### config.mk
export PLATFORM = sky130hd
export DESIGN_NAME = serial_tx
export DESIGN_NICKNAME = d
export VERILOG_FILES = /design/src/rtl/serial_tx_pkg.sv /design/src/rtl/serial_tx_dff.sv /design/src/rtl/serial_tx_piso_shift.sv /design/src/rtl/serial_tx.sv
export SDC_FILE = /design/constraint.sdc
export NUM_CORES = 1
export LEC_CHECK = 0
export BUFFER_PORTS_ARGS = -buffer_cell sky130_fd_sc_hd__buf_2
export CAP_MARGIN = 15
export CORE_MARGIN = 2
export CORE_UTILIZATION = 30
export CTS_CLUSTER_DIAMETER = 100
export DETAILED_ROUTE_END_ITERATION = 12
export HOLD_SLACK_MARGIN = 0.08
export PLACE_DENSITY_LB_ADDON = 0.08
export SYNTH_ARGS = -nofsm -noshare
export SYNTH_HDL_FRONTEND = slang
export SYNTH_HIERARCHICAL = 1
export SYNTH_SLANG_ARGS = --single-unit
export TNS_END_PERCENT = 10
### constraint.sdc
create_clock -name c -period 1.6 [get_ports c]
set_clock_uncertainty 0.05 [all_clocks]
set_input_delay 0.08 -clock c [delete_from_list [all_inputs] [get_ports c]]
set_output_delay 0.08 -clock c [all_outputs]
set_load 0.02 [all_outputs]
### src/rtl/serial_tx_pkg.sv
// serial_tx_pkg: state encoding and line levels shared by the serial transmitter
package serial_tx_pkg;
  typedef enum logic [2:0] {
    IDLE   = 3'd0,
    START  = 3'd1,
    DATA   = 3'd2,
    PARITY = 3'd3,
    STOP   = 3'd4
  } state_t;
  localparam logic TX_IDLE_LEVEL = 1'b1;
endpackage

### src/rtl/serial_tx_dff.sv
// serial_tx_dff: single D flip-flop storage cell
module serial_tx_dff (
  input  logic c,
  input  logic d,
  output logic q
);
  always_ff @(posedge c) q <= d;
endmodule

### src/rtl/serial_tx_piso_shift.sv
// serial_tx_piso_shift: parallel-load, shift-right register with synchronous clear, built from D flip-flop cells
module serial_tx_piso_shift #(
  parameter int WIDTH = 4
) (
  input  logic             c,
  input  logic             clr,
  input  logic             ld,
  input  logic             sh,
  input  logic [WIDTH-1:0] din,
  output logic [WIDTH-1:0] q
);
  logic [WIDTH-1:0] d;
  assign d = clr ? '0 : ld ? din : sh ? {1'b0, q[WIDTH-1:1]} : q;
  for (genvar g = 0; g < WIDTH; g++) begin : g_cell
    serial_tx_dff u_dff (.c(c), .d(d[g]), .q(q[g]));
  end
endmodule

### src/rtl/serial_tx.sv
// serial_tx: frame transmitter sending start, LSB-first data, even parity and stop, one bit per clock
module serial_tx
  import serial_tx_pkg::*;
#(
  parameter int WIDTH = 4
) (
  input  logic             c,
  input  logic             rst,
  input  logic             load,
  input  logic [WIDTH-1:0] din,
  output logic             ready,
  output logic             busy,
  output logic             tx
);
  localparam int CW = $clog2(WIDTH);
  localparam logic [CW-1:0] LAST = CW'(WIDTH - 1);
  state_t          state;
  logic [CW-1:0]   cnt;
  logic            par;
  logic [WIDTH-1:0] q;
  logic            accept;
  assign accept = state == IDLE && load;
  assign busy = ~ready;
  serial_tx_piso_shift #(.WIDTH(WIDTH)) u_shift (
    .c(c), .clr(rst), .ld(accept), .sh(state == DATA), .din(din), .q(q)
  );
  // tx is registered one bit ahead: each edge loads the level for the coming cycle
  always_ff @(posedge c) begin
    if (rst) begin
      state <= IDLE;
      cnt   <= '0;
      par   <= 1'b0;
      tx    <= TX_IDLE_LEVEL;
      ready <= 1'b1;
    end else begin
      case (state)
        IDLE: if (load) begin
          state <= START;
          cnt   <= '0;
          par   <= ^din;
          tx    <= 1'b0;
          ready <= 1'b0;
        end
        START: begin
          state <= DATA;
          tx    <= q[0];
        end
        DATA: begin
          tx <= cnt == LAST ? par : q[1];
          if (cnt == LAST) state <= PARITY;
          else cnt <= cnt + 1'b1;
        end
        PARITY: begin
          state <= STOP;
          tx    <= TX_IDLE_LEVEL;
        end
        STOP: begin
          state <= IDLE;
          ready <= 1'b1;
        end
        default: state <= IDLE;
      endcase
    end
  end
endmodule

==> results by group <==
Logic synthesis
  – Yosys warns: 6
  – Post-synth top area cell: dfxtp_1
  – Syn Area/Cell: 9.18 um^2
  – Sequential fraction of the synthesis area: between 30% and 40%
  – Primary FF master, synth: dfxtp_1
  – Cell count after synthesis: 66
  – Top-count cell post-synth: dfxtp_1
  – Post-synth EDFFs: 0
  – Commonest cells post-synth: dfxtp_1, nand2_1, nor2b_1
  – Syn nets: 74
  – Synth async-reset ratio: 0%
  – Synth top area cells: dfxtp_1, mux2i_1, xnor2_1
  – Post-synth top area share: 39.7%
  – Synth unique cells: 27
  – #FFs+latches synth: 12
  – Post-Syn Area: 606 um^2

Timing
  – Tcrit/Tclk final: 92.0%
  – Fmax: 0.680 GHz
  – Setup violations, final: 0
  – Final max-slew violation count: 0
  – Final Hold Fails: 0
  – Min cycle time layout: 1.47 ns
  – Hold slack: between 0.08 and 0.09 ns
  – Worst slew margin: between 70% and 80%
  – Setup TNS Final: 0 ns
  – Least-Margin Pin Slew: 0.427 ns
  – RSZ-0062 raised after global routing: no

Job
  – Maxcap violations: 0

CTS
  – Clock Root Buffer: clkbuf_4
  – # clock sinks: 12
  – Clk Latency, worst-skew pair: 0.27 ns
  – Post-cts hold buffer count: 4
  – CTS clock-pin slew for the worst setup and hold paths: about 0.070 ns
  – Num CTS Buffers: 3
  – Setup bufs post-CTS: 0
  – Clock tree buffer depth: 2
  – Post-CTS Resized: 0
  – CTS H-tree lvls: 1
  – TritonCTS clock tree: built

Drt
  – Routed WL per cell: between 10 and 15 um
  – Pre-antenna DRT Iters: 4
  – DR vias: 490
  – Post-route ant nets: 0
  – DRC violations left: 0
  – 1st-iter DRT viols: 7
  – Final wirelength: ~1100 um
  – Vias per cell: roughly 4.6

Floorplan
  – I/O pins: 10
  – Initial Utilization: 31.2%
  – Core footprint: 1940 um^2
  – Die Y: 48.9 um
  – Die ar.: 2390 um^2
  – Cell Rows: 16
  – Die W: 48.9 um

Critical path
  – Crit-path max FO: 8
  – Crit path kind: reg2reg
  – CP required: between 1.5 and 2 ns
  – Crit path capture type: flop
  – Crit start category: flop
  – Arrival time at the worst endpoint: 1.63 ns

Finish
  – Layout Nets: just under 90
  – Diodes inserted: 0
  – Share of cells above drive strength 1: 20.3%
  – Area Overhead vs Synth: 19.6%
  – Fill cell total of the finished layout: 219

Global routing
  – GRT Overall Usage: between 10% and 20%
  – First-pass GRT wire length: 1990 um
  – Number of global-route vias before repair: 469
  – Maximum number of pins on one net before global-route repair: 13
  – Initial antenna violation count: 0
  – Remaining Overflow, GRT: 0

Worst hold path
  – Min-Delay Path Class: in2reg

Placed design
  – Final RePlAce weighted congestion: 0.711
  – I/O Buffers: 9
  – Dpl hpwl: 811 um

Pwr
  – Leakage: 0.283 nW
  – Pwr/cell area: 934 nW/um^2
  – Maximum vdd drop: 0.365 mV

Outcome
  – Run status: complete, no violations
==> state kept, by name (all words and copies together), names as in the netlist <==
signal and cells:
par 1, u_shift/g_cell.u_dff/q 4, tx 1, state 3, ready 1, cnt 2
==> area by class of cell <==
| class | instances | area, um^2 | share of cell area, % |
|---|---|---|---|
| Tap cell | 27 | 33.8 | 4.66 |
| Timing Repair Buffer | 14 | 92.6 | 12.8 |
| Sequential cell | 12 | 240 | 33.2 |
| Clock buffer | 3 | 22.5 | 3.11 |
| Multi-Input combinational cell | 47 | 324 | 44.7 |
| Inverter | 3 | 11.3 | 1.55 |
==> metal layers <==
| metal | global-route usage [%] | wire length [um] | up-vias |
|---|---|---|---|
| li1 | - | - | 256 |
| met1 | 13.3 | 528 | 219 |
| met2 | 16.7 | 532 | 11 |
| met3 | 3.07 | 50 | 4 |
| met4 | 8.57 | 31 | 0 |
| met5 | 0 | 0 | - |
==> worst max-delay path, cell delays in order (launching register included) <==
cell and delay, ns:
dfxtp_1 0.58, nor2_8 0.07, nand2_2 0.09, inv_1 0.10, or3b_1 0.38, a21oi_1 0.14
==> per-stage QoR <==
stage                     cell area, um^2  power, mW  setup slack, ns  instances  util, %
final                                 724      0.677            0.128        106     37.3
after global routing                  724      0.723           0.0401        106     37.3
after CTS                             724      0.691            0.135        106     37.3
after detailed placement              662      0.497            0.146         99     34.1
after global placement                662      0.500            0.174         99     34.1
after floorplan                       606      0.459            0.362         66        -
==> cell families (layout without fill, tap and decap cells) <==
| kind of cell | Yosys count | in the layout | share of synthesized area (%) |
|---|---|---|---|
| xor gates and xnor gates | 4 | 4 | 5.78 |
| buffers and inverters | 7 | 20 | 6.82 |
| adders and majority gates | 1 | 1 | 2.07 |
| muxes | 4 | 4 | 6.61 |
| AOI/OAI and AO/OA | 12 | 12 | 13.4 |
| and+or+nand+nor | 26 | 26 | 25.6 |
| DFF | 12 | 12 | 39.7 |
==> cells in the final DEF (no fill, tap or decap) <==
master | Yosys | routed
a221o_1 | 1 | 1
nor2_1 | 4 | 4
or3b_1 | 1 | 1
dlygate4sd3_1 | 0 | 4
o21ai_1 | 1 | 1
nor3_1 | 3 | 3
nand4_1 | 1 | 1
nor2b_1 | 5 | 5
o211ai_1 | 1 | 1
a21oi_1 | 3 | 3
inv_1 | 3 | 3
nand2_1 | 6 | 6
nand2b_1 | 1 | 1
nand2_2 | 1 | 1
mux2i_1 | 4 | 4
o21ai_0 | 1 | 1
nor3b_1 | 1 | 1
nor3_2 | 1 | 1
a211oi_1 | 4 | 4
ha_1 | 1 | 1
buf_2 | 0 | 9
buf_4 | 2 | 1
or3_1 | 1 | 1
a2111oi_0 | 1 | 1
dfxtp_1 | 12 | 12
nor2_8 | 1 | 1
clkbuf_4 | 0 | 3
xnor2_1 | 4 | 4
==> final timing paths <==
kind                            slack, ns                         to  cells past startpoint      from
worst min-delay path                 0.09  u_shift/g_cell[2].u_dff/q                      3    din[2]
worst max-delay path                 0.13  u_shift/g_cell[3].u_dff/q                      5  state[2]
worst max register to register       0.13  u_shift/g_cell[3].u_dff/q                      5  state[2]
worst min register to register       0.41                     cnt[1]                      2    cnt[1]
==> where the power goes <==
group,switching (mW),internal (mW)
logic,0.0773,0.0706
registers,0.0215,0.326
clock network,0.0944,0.0871
total,0.193,0.483
No activity file was read; power rests on OpenSTA's default activity.
